$ cat config.mk
export PLATFORM = sky130hd
export DESIGN_NAME = mic_fifo_ext
export DESIGN_NICKNAME = d
export VERILOG_FILES = /design/src/rtl/mic_fifo_ext.sv
export SDC_FILE = /design/constraint.sdc
export NUM_CORES = 1
export LEC_CHECK = 0
export BUFFER_PORTS_ARGS = -buffer_cell sky130_fd_sc_hd__buf_2
export CAP_MARGIN = 25
export CORE_ASPECT_RATIO = 2
export CORE_UTILIZATION = 45
export DETAILED_ROUTE_END_ITERATION = 10
export PLACE_DENSITY_LB_ADDON = 0.15
export SKIP_LAST_GASP = 1
export SLEW_MARGIN = 30
export SYNTH_ARGS = -nofsm -noshare
export SYNTH_HDL_FRONTEND = slang
export SYNTH_SLANG_ARGS = --single-unit
$ cat constraint.sdc
create_clock -name clk -period 3.95 [get_ports clk]
set_input_delay 0.79 -clock clk [delete_from_list [all_inputs] [get_ports clk]]
set_output_delay 0.79 -clock clk [all_outputs]
set_load 0.005 [all_outputs]
$ cat src/rtl/mic_fifo_ext.sv
// mic_fifo_ext: synchronous sample FIFO with occupancy, thresholds, sticky errors, flush and optional FWFT read
module mic_fifo_ext #(
    parameter int DEPTH      = 64,
    parameter int DATA_WIDTH = 24,
    parameter int FWFT       = 0,
    parameter int AFULL_TH   = 48,
    parameter int AEMPTY_TH  = 16
) (
    input  logic                    clk,
    input  logic                    rst,
    input  logic                    clr,
    input  logic                    w_en,
    input  logic [DATA_WIDTH-1:0]   data_in,
    input  logic                    r_en,
    output logic [DATA_WIDTH-1:0]   data_out,
    output logic                    valid,
    output logic                    full,
    output logic                    empty,
    output logic                    almost_full,
    output logic                    almost_empty,
    output logic [$clog2(DEPTH):0]  count,
    output logic                    overflow,
    output logic                    underflow
);
    localparam int AW = $clog2(DEPTH);
    logic [DATA_WIDTH-1:0] r_mem [DEPTH];
    logic [AW:0]           r_w_ptr;
    logic [AW:0]           r_r_ptr;
    logic [AW:0]           r_count;
    logic                  r_overflow;
    logic                  r_underflow;
    logic                  w_full;
    logic                  w_empty;
    logic                  w_live;
    logic                  w_wr;
    logic                  w_rd;
    // the extra pointer MSB distinguishes a full ring from an empty one
    always_comb begin
        w_empty = r_w_ptr == r_r_ptr;
        w_full  = (r_w_ptr[AW-1:0] == r_r_ptr[AW-1:0]) && (r_w_ptr[AW] != r_r_ptr[AW]);
        w_live  = !rst && !clr;
        w_wr    = w_live && w_en && !w_full;
        w_rd    = w_live && r_en && !w_empty;
    end
    always_ff @(posedge clk) begin
        if (w_wr) r_mem[r_w_ptr[AW-1:0]] <= data_in;
    end
    always_ff @(posedge clk) begin
        if (rst || clr) begin
            r_w_ptr     <= '0;
            r_r_ptr     <= '0;
            r_count     <= '0;
            r_overflow  <= 1'b0;
            r_underflow <= 1'b0;
        end else begin
            r_w_ptr     <= r_w_ptr + (AW+1)'(w_wr);
            r_r_ptr     <= r_r_ptr + (AW+1)'(w_rd);
            r_count     <= r_count + (AW+1)'(w_wr) - (AW+1)'(w_rd);
            r_overflow  <= r_overflow  || (w_en && w_full);
            r_underflow <= r_underflow || (r_en && w_empty);
        end
    end
    assign full         = w_full;
    assign empty        = w_empty;
    assign count        = r_count;
    assign almost_full  = r_count >= (AW+1)'(AFULL_TH);
    assign almost_empty = r_count <= (AW+1)'(AEMPTY_TH);
    assign overflow     = r_overflow;
    assign underflow    = r_underflow;
    generate
        if (FWFT != 0) begin : g_fwft
            assign data_out = r_mem[r_r_ptr[AW-1:0]];
            assign valid    = !w_empty;
        end else begin : g_reg
            logic [DATA_WIDTH-1:0] r_data;
            logic                  r_valid;
            always_ff @(posedge clk) begin
                if (rst || clr) begin
                    r_data  <= '0;
                    r_valid <= 1'b0;
                end else begin
                    r_valid <= w_rd;
                    if (w_rd) r_data <= r_mem[r_r_ptr[AW-1:0]];
                end
            end
            assign data_out = r_data;
            assign valid    = r_valid;
        end
    endgenerate
endmodule

# After elaboration in Yosys (flattened, before gate mapping)

Memories as Yosys holds them, arrays and structs flattened. A register that Yosys moved wholly into a read port is not among the register bits.
Index checks and enable logic that the tools add are counted.

Bits in registers: 24
Bits in writable memories: 1536
Input bits: 29
Output and inout port bits: 38
Word-level logic and storage cells: 33
Memories kept: 1

$add $sub $neg: 4
$lt $le $gt $ge: 2
Eq/ne operators: 3
Multiplexer cells: 2
Reduce and logical (&&, ||, !) cells: 15

Memory list:

| memory | depth | width | read ports | clocked after memory_dff | wr ports | line | RTL |
|---|---|---|---|---|---|---|---|
| r_mem  | 64    | 24    | 1          | 1                        | 1        | 26   | `logic [DATA_WIDTH-1:0] r_mem [DEPTH];` |

Operator list:

| operator                                                       | count |
|---|---|
| adder 7 x 1 -> 7 bit                                           | 3 |
| logical AND 1 bit                                              | 8 |
| equality test 7 bit                                            | 1 |
| >= comparator 7 x 6 -> 1 bit, second input constant            | 1 |
| less-or-equal comparator 7 x 5 -> 1 bit, second input constant | 1 |
| subtractor 7 x 1 -> 7 bit                                      | 1 |
| equality test 6 bit                                            | 1 |
| logical NOT 1 bit                                              | 4 |
| logical OR 1 bit                                               | 3 |
| 2-to-1 mux 1 bit                                               | 2 |
| != test 1 bit                                                  | 1 |

# Depth between registers and ports, before layout

Word-level depth: 6
Gate-level depth with buffers: 19
Gate-level depth less buffers: 16

# Worst setup path after synthesis

No wires, ideal clock.

Kind: register -> register
Start: reg r_r_ptr[0]
End: reg r_count[6], in the netlist count[6]
Arrival: 2.999 ns
Path slack: 0.826 ns
Cell stages (with the launch flop): 19
Buffers on the path: 2
Period minus slack after synthesis: 3.124 ns
Cell sequence: dfxtp_1 buf_6 buf_6 xor2_1 nor4_1 nor4b_2 nor2_1 inv_1 ha_1 inv_1 ha_1 inv_1 fa_1 o21bai_1 a21oi_1 o21bai_1 a21oi_1 xnor2_1 nor2_1

Cells in the longest elaborated chain, start to end: 6

Ends and longest elaborated chain:

| what                      | line | RTL |
|---|---|---|
| start: declaration        | 28   | `logic [AW:0] r_r_ptr;` |
| start signal: assignment  | 57   | `r_r_ptr <= r_r_ptr + (AW+1)'(w_rd);` |
| equality test 6 bit       | 40   | `w_full = (r_w_ptr[AW-1:0] == r_r_ptr[AW-1:0]) && (r_w_ptr[AW] != r_r_ptr[AW]);` |
| logical AND 1 bit         | 40   |  |
| named net full            | 17   | `output logic full,` |
| logical NOT 1 bit         | 42   | `w_wr = w_live && w_en && !w_full;` |
| logical AND 1 bit         | 42   |  |
| adder 7 x 1 -> 7 bit      | 58   | `r_count <= r_count + (AW+1)'(w_wr) - (AW+1)'(w_rd);` |
| subtractor 7 x 1 -> 7 bit | 58   |  |
| end signal: assignment    | 58   |  |
| end: declaration          | 29   | `logic [AW:0] r_count;` |

The timed path passes the listed nets, and every way through them passes these cells.
A chain may end at the register's enable or synchronous reset.

# Worst setup path in the final report

Start: reg r_r_ptr[1]
End: reg g_reg.r_data[9], in the netlist data_out[9], read port of r_mem

Cells in the longest elaborated chain, start to end: 3

Ends and longest elaborated chain:

| what                | line | RTL |
|---|---|---|
| equality test 7 bit | 39   | `w_empty = r_w_ptr == r_r_ptr;` |
| logical NOT 1 bit   | 43   | `w_rd = w_live && r_en && !w_empty;` |
| logical AND 1 bit   | 43   |  |
| end: declaration    | 75   | `logic [DATA_WIDTH-1:0] r_data;` |

Parallel ways exist; a longest one is shown, timed or not.

==> summary.md <==
| Metric | Value |
|---|---|
| HPWL after DPL | `104100 µm` |
| Seq pwr share | `0.563` |
| Synthesized area | `60980 µm²` |
| Post-synth top cells | `edfxtp_1 (1536), mux2i_1 (345), mux4_2 (215), a22oi_1 (155), nor2_1 (97)` |
| Core area | `134300 µm²` |
| Fin crit period | `3.646 ns` |
| Min-Delay Path Class | `input port to register` |
| Setup Viol. Count Final | `0` |
| Antenna violations before repair | `5` |
| Post-synth EDFFs | `about 1.5k` |
| R2r setup slk | `0.30 ns` |
| Sequential share of the synthesized area | `0.7721` |
| Worst-margin pin slew | `~1.1 ns` |
| Total negative slack | `0 ns` |
| Routed length per instance | `32.22 µm` |
| CTS clk-pin slew, worst paths | `around 0.07 ns` |
| Area grow syn2layout | `13.21%` |
| Slew headroom | `0.2396` |
| Compound-Gate Fraction of Synth Area | `0.04423` |
| Setup CP Type | `register to register` |
| Leakage power | `0.02098 µW` |
| CTS Hold Bufs | `0` |
| Crit path to | `data_out[9]` |
| Worst skew pair latency | `0.78 ns` |
| Area leader, netlist | `edfxtp_1` |
| Logic pwr share | `0.012` |
| Synth Area in Adders | `0.003816` |
| Synth warn | `0` |
| Worst setup SP type | `register` |
| Reg-to-reg critical path endpoint | `data_out[9]` |
| Switch share | `0.1950` |
| First-pass GRT wire length | `233300 µm` |
| Total track usage | `0.2414` |
| Die H | `522.6 µm` |
| Drt initial violations | `2408` |
| I/O pin total | `67` |
| Most numerous cell in the Yosys netlist | `edfxtp_1` |
| FF+latch count, synth | `about 1.6k` |
| Util after Layout | `0.5140` |
| Critical-path maximum fanout | `~110` |
| Critical Path AT | `about 4.3 ns` |
| Post-CTS Resized | `0` |
| Via/cell ratio | `about 6` |
| Nets | `between 3k and 4k` |
| Detailed Route WL | `164200 µm` |
| Clock buffer count from CTS | `between 100 and 150` |
| Pint | `26320 µW` |
| Pwr Density | `473.6 nW/µm²` |
| Setup repair after global routing missed its margin | `no` |
| R2r worst-path depth | `9` |
| Number of I/O port buffers | `66` |
| CTS tree | `done` |
| Fin. Hold Viols | `0` |
| F_max | `274.2 MHz` |
| Count of cell types in the netlist | `50` |
| DR vias | `30.57k` |
| Std-Cell Rows | `190` |
| Starting density of the core | `0.4540` |
| Mux cell area share after synthesis | `0.1362` |
| Fin worst setup slack | `0.3037 ns` |
| Maximum vdd drop | `between 0.0003 and 0.0004 V` |
| Share of layout cells above drive strength 1 | `0.2275` |
| Synth Area in Simple Gates | `0.02271` |
| Pre-CTS setup slack | `0.3131 ns` |
| Critical path endpoint category | `register` |
| Die width | `262.3 µm` |
| DRT antenna net count | `0` |
| Post-Synth XOR/XNOR Area | `0.002872` |
| Asr flop ratio synth | `0` |
| Fill cells | `10.55k` |
| Root Driver | `clkbuf_16` |
| WP data required | `approximately 4.6 ns` |
| DRC Markers | `0` |
| Synth top area cells | `edfxtp_1 (76%), mux4_2 (7.9%), mux2i_1 (5.7%), a22oi_1 (1.9%), dfxtp_1 (1.6%)` |
| Total gr overflow | `0` |
| Run status | `finished, final reports clean` |
| Clk sinks | `1584` |
| Routability Congestion | `0.8163` |
| # Max-Cap Violations | `0` |
| Clock network power share | `0.424` |
| Psw | `6376 µW` |
| Mapped Cells | `3044` |
| Crit path launch | `r_r_ptr[1]` |
| CTS max path bufs | `3` |
| Largest net degree at the start of global routing | `113` |
| Ys flop type | `edfxtp_1` |
| Largest family of logic cells by synthesized area | `multiplexers` |
| Synthesized Nets | `3091` |
| Synthesized area per cell | `20.03 µm²` |
| Fin crit share | `0.9231` |
| Setup Skew | `0.02564 ns` |
| Vias in the first global route | `32.41k` |
| Post-CTS setup buffer count | `0` |
| Yosys top cell area share | `0.7563` |
| Drt pass-1 iters | `5` |
| Final Max Tran Viols | `0` |
| Worst R2R Start | `r_r_ptr[1]` |
| Die ar. | `137100 µm²` |
| H-Tree Depth | `4` |
-- sequential cells by signal, indices dropped and copies added, names as in the netlist --
name and count:
valid 1, r_mem 1536, count 7, overflow 1, data_out 24, r_r_ptr 7, underflow 1, r_w_ptr 7
-- metal layers --
metal | global-route usage | share of wire | vias to the layer above
met5 | 0 | 0.000079 | -
met4 | 0.08355 | 0.034 | 2
met3 | 0.03122 | 0.042 | 279
met1 | 0.2595 | 0.35 | 16400
li1 | - | - | 12990
met2 | 0.4780 | 0.58 | 903
-- power groups by stage --
stage	Clock [µW]	Sequential, µW	Combinational (µW)
2_1_floorplan	0	18800	62.2
3_3_place_gp	0	18800	381
3_5_place_dp	0	18800	408
4_1_cts	14100	18400	409
5_1_grt	14600	18400	432
6_report	13900	18400	401
-- cells by family (layout without fill, tap and decap cells) --
kind of cell | after synthesis | count (layout)
multiplexers | 561 | 561
XOR/XNOR | 20 | 20
other | 0 | 3
AND/OR/NAND/NOR | 293 | 293
adder cells (fa/ha/maj) | 18 | 18
buffers and inverters | 195 | 518
AO/OA/AOI/OAI | 373 | 373
flip-flops | 1584 | 1584
-- per-stage QoR --
stage                     instance area (µm²)  hold slack, ns  total power (µW)  std cells
final                                   69040          0.3580             32700       5098
after global routing                    69030          0.3850             33480       5096
after CTS                               69020          0.3214             32950       5095
after detailed placement                64400          0.4532             19190       4846
after global placement                  64300          0.4518             19170       4843
after floorplan                         60980          0.4465             18850       3044
-- cell type report --
cell class,instances,area (µm²),share of cell area
clock buffers,189,3956,0.05731
well taps,1728,2162,0.03132
diodes,3,7.507,0.0001087
multi-input cells,1265,13040,0.1888
clock inverters,60,665.6,0.009642
repair buffers,253,2054,0.02976
flip-flops and latches,1584,47100,0.6822
inverters,16,60.06,0.0008699
-- worst min path at each step --
stage	start	to	slack [ns]	depth (start not counted)
after global placement	underflow	underflow	0.45	2
after floorplan	data_out[7]	data_out[7]	0.45	2
final	w_en	overflow	0.36	3
after detailed placement	data_out[9]	data_out[9]	0.45	2
after global routing	r_en	underflow	0.39	3
after CTS	w_en	overflow	0.32	3
-- worst max-delay path, cell delays in order, from the launching register on --
cell,delay [ns]
dfxtp_4,0.40
buf_12,0.34
nand3b_1,0.23
buf_4,0.36
o221ai_1,0.21
a211oi_1,0.49
a211oi_1,0.10
buf_4,0.19
o21ai_0,0.67
nand2_1,0.10
-- placed cells by master (no fill, tap or decap), types with 13 or more instances in the layout --
| cell type | netlist | layout |
|---|---|---|
| edfxtp_1 | 1536 | 1536 |
| o221ai_1 | 24 | 24 |
| a21oi_1 | 39 | 39 |
| a22o_1 | 22 | 22 |
| buf_2 | 19 | 49 |
| nor2_1 | 97 | 29 |
| mux2i_1 | 345 | 345 |
| o22ai_1 | 26 | 26 |
| a22oi_1 | 155 | 155 |
| nor2_2 | 0 | 61 |
| xor2_1 | 13 | 13 |
| buf_12 | 0 | 20 |
| ha_1 | 17 | 17 |
| clkbuf_1 | 80 | 30 |
| clkbuf_16 | 0 | 147 |
| inv_1 | 16 | 16 |
| a211oi_1 | 50 | 50 |
| dfxtp_1 | 48 | 44 |
| buf_4 | 33 | 182 |
| nand4_1 | 19 | 19 |
| nand3_1 | 79 | 79 |
| nand2_1 | 53 | 53 |
| o21ai_0 | 22 | 22 |
| clkinv_2 | 0 | 24 |
| mux4_2 | 215 | 215 |
(Power assumes the default switching activity.)
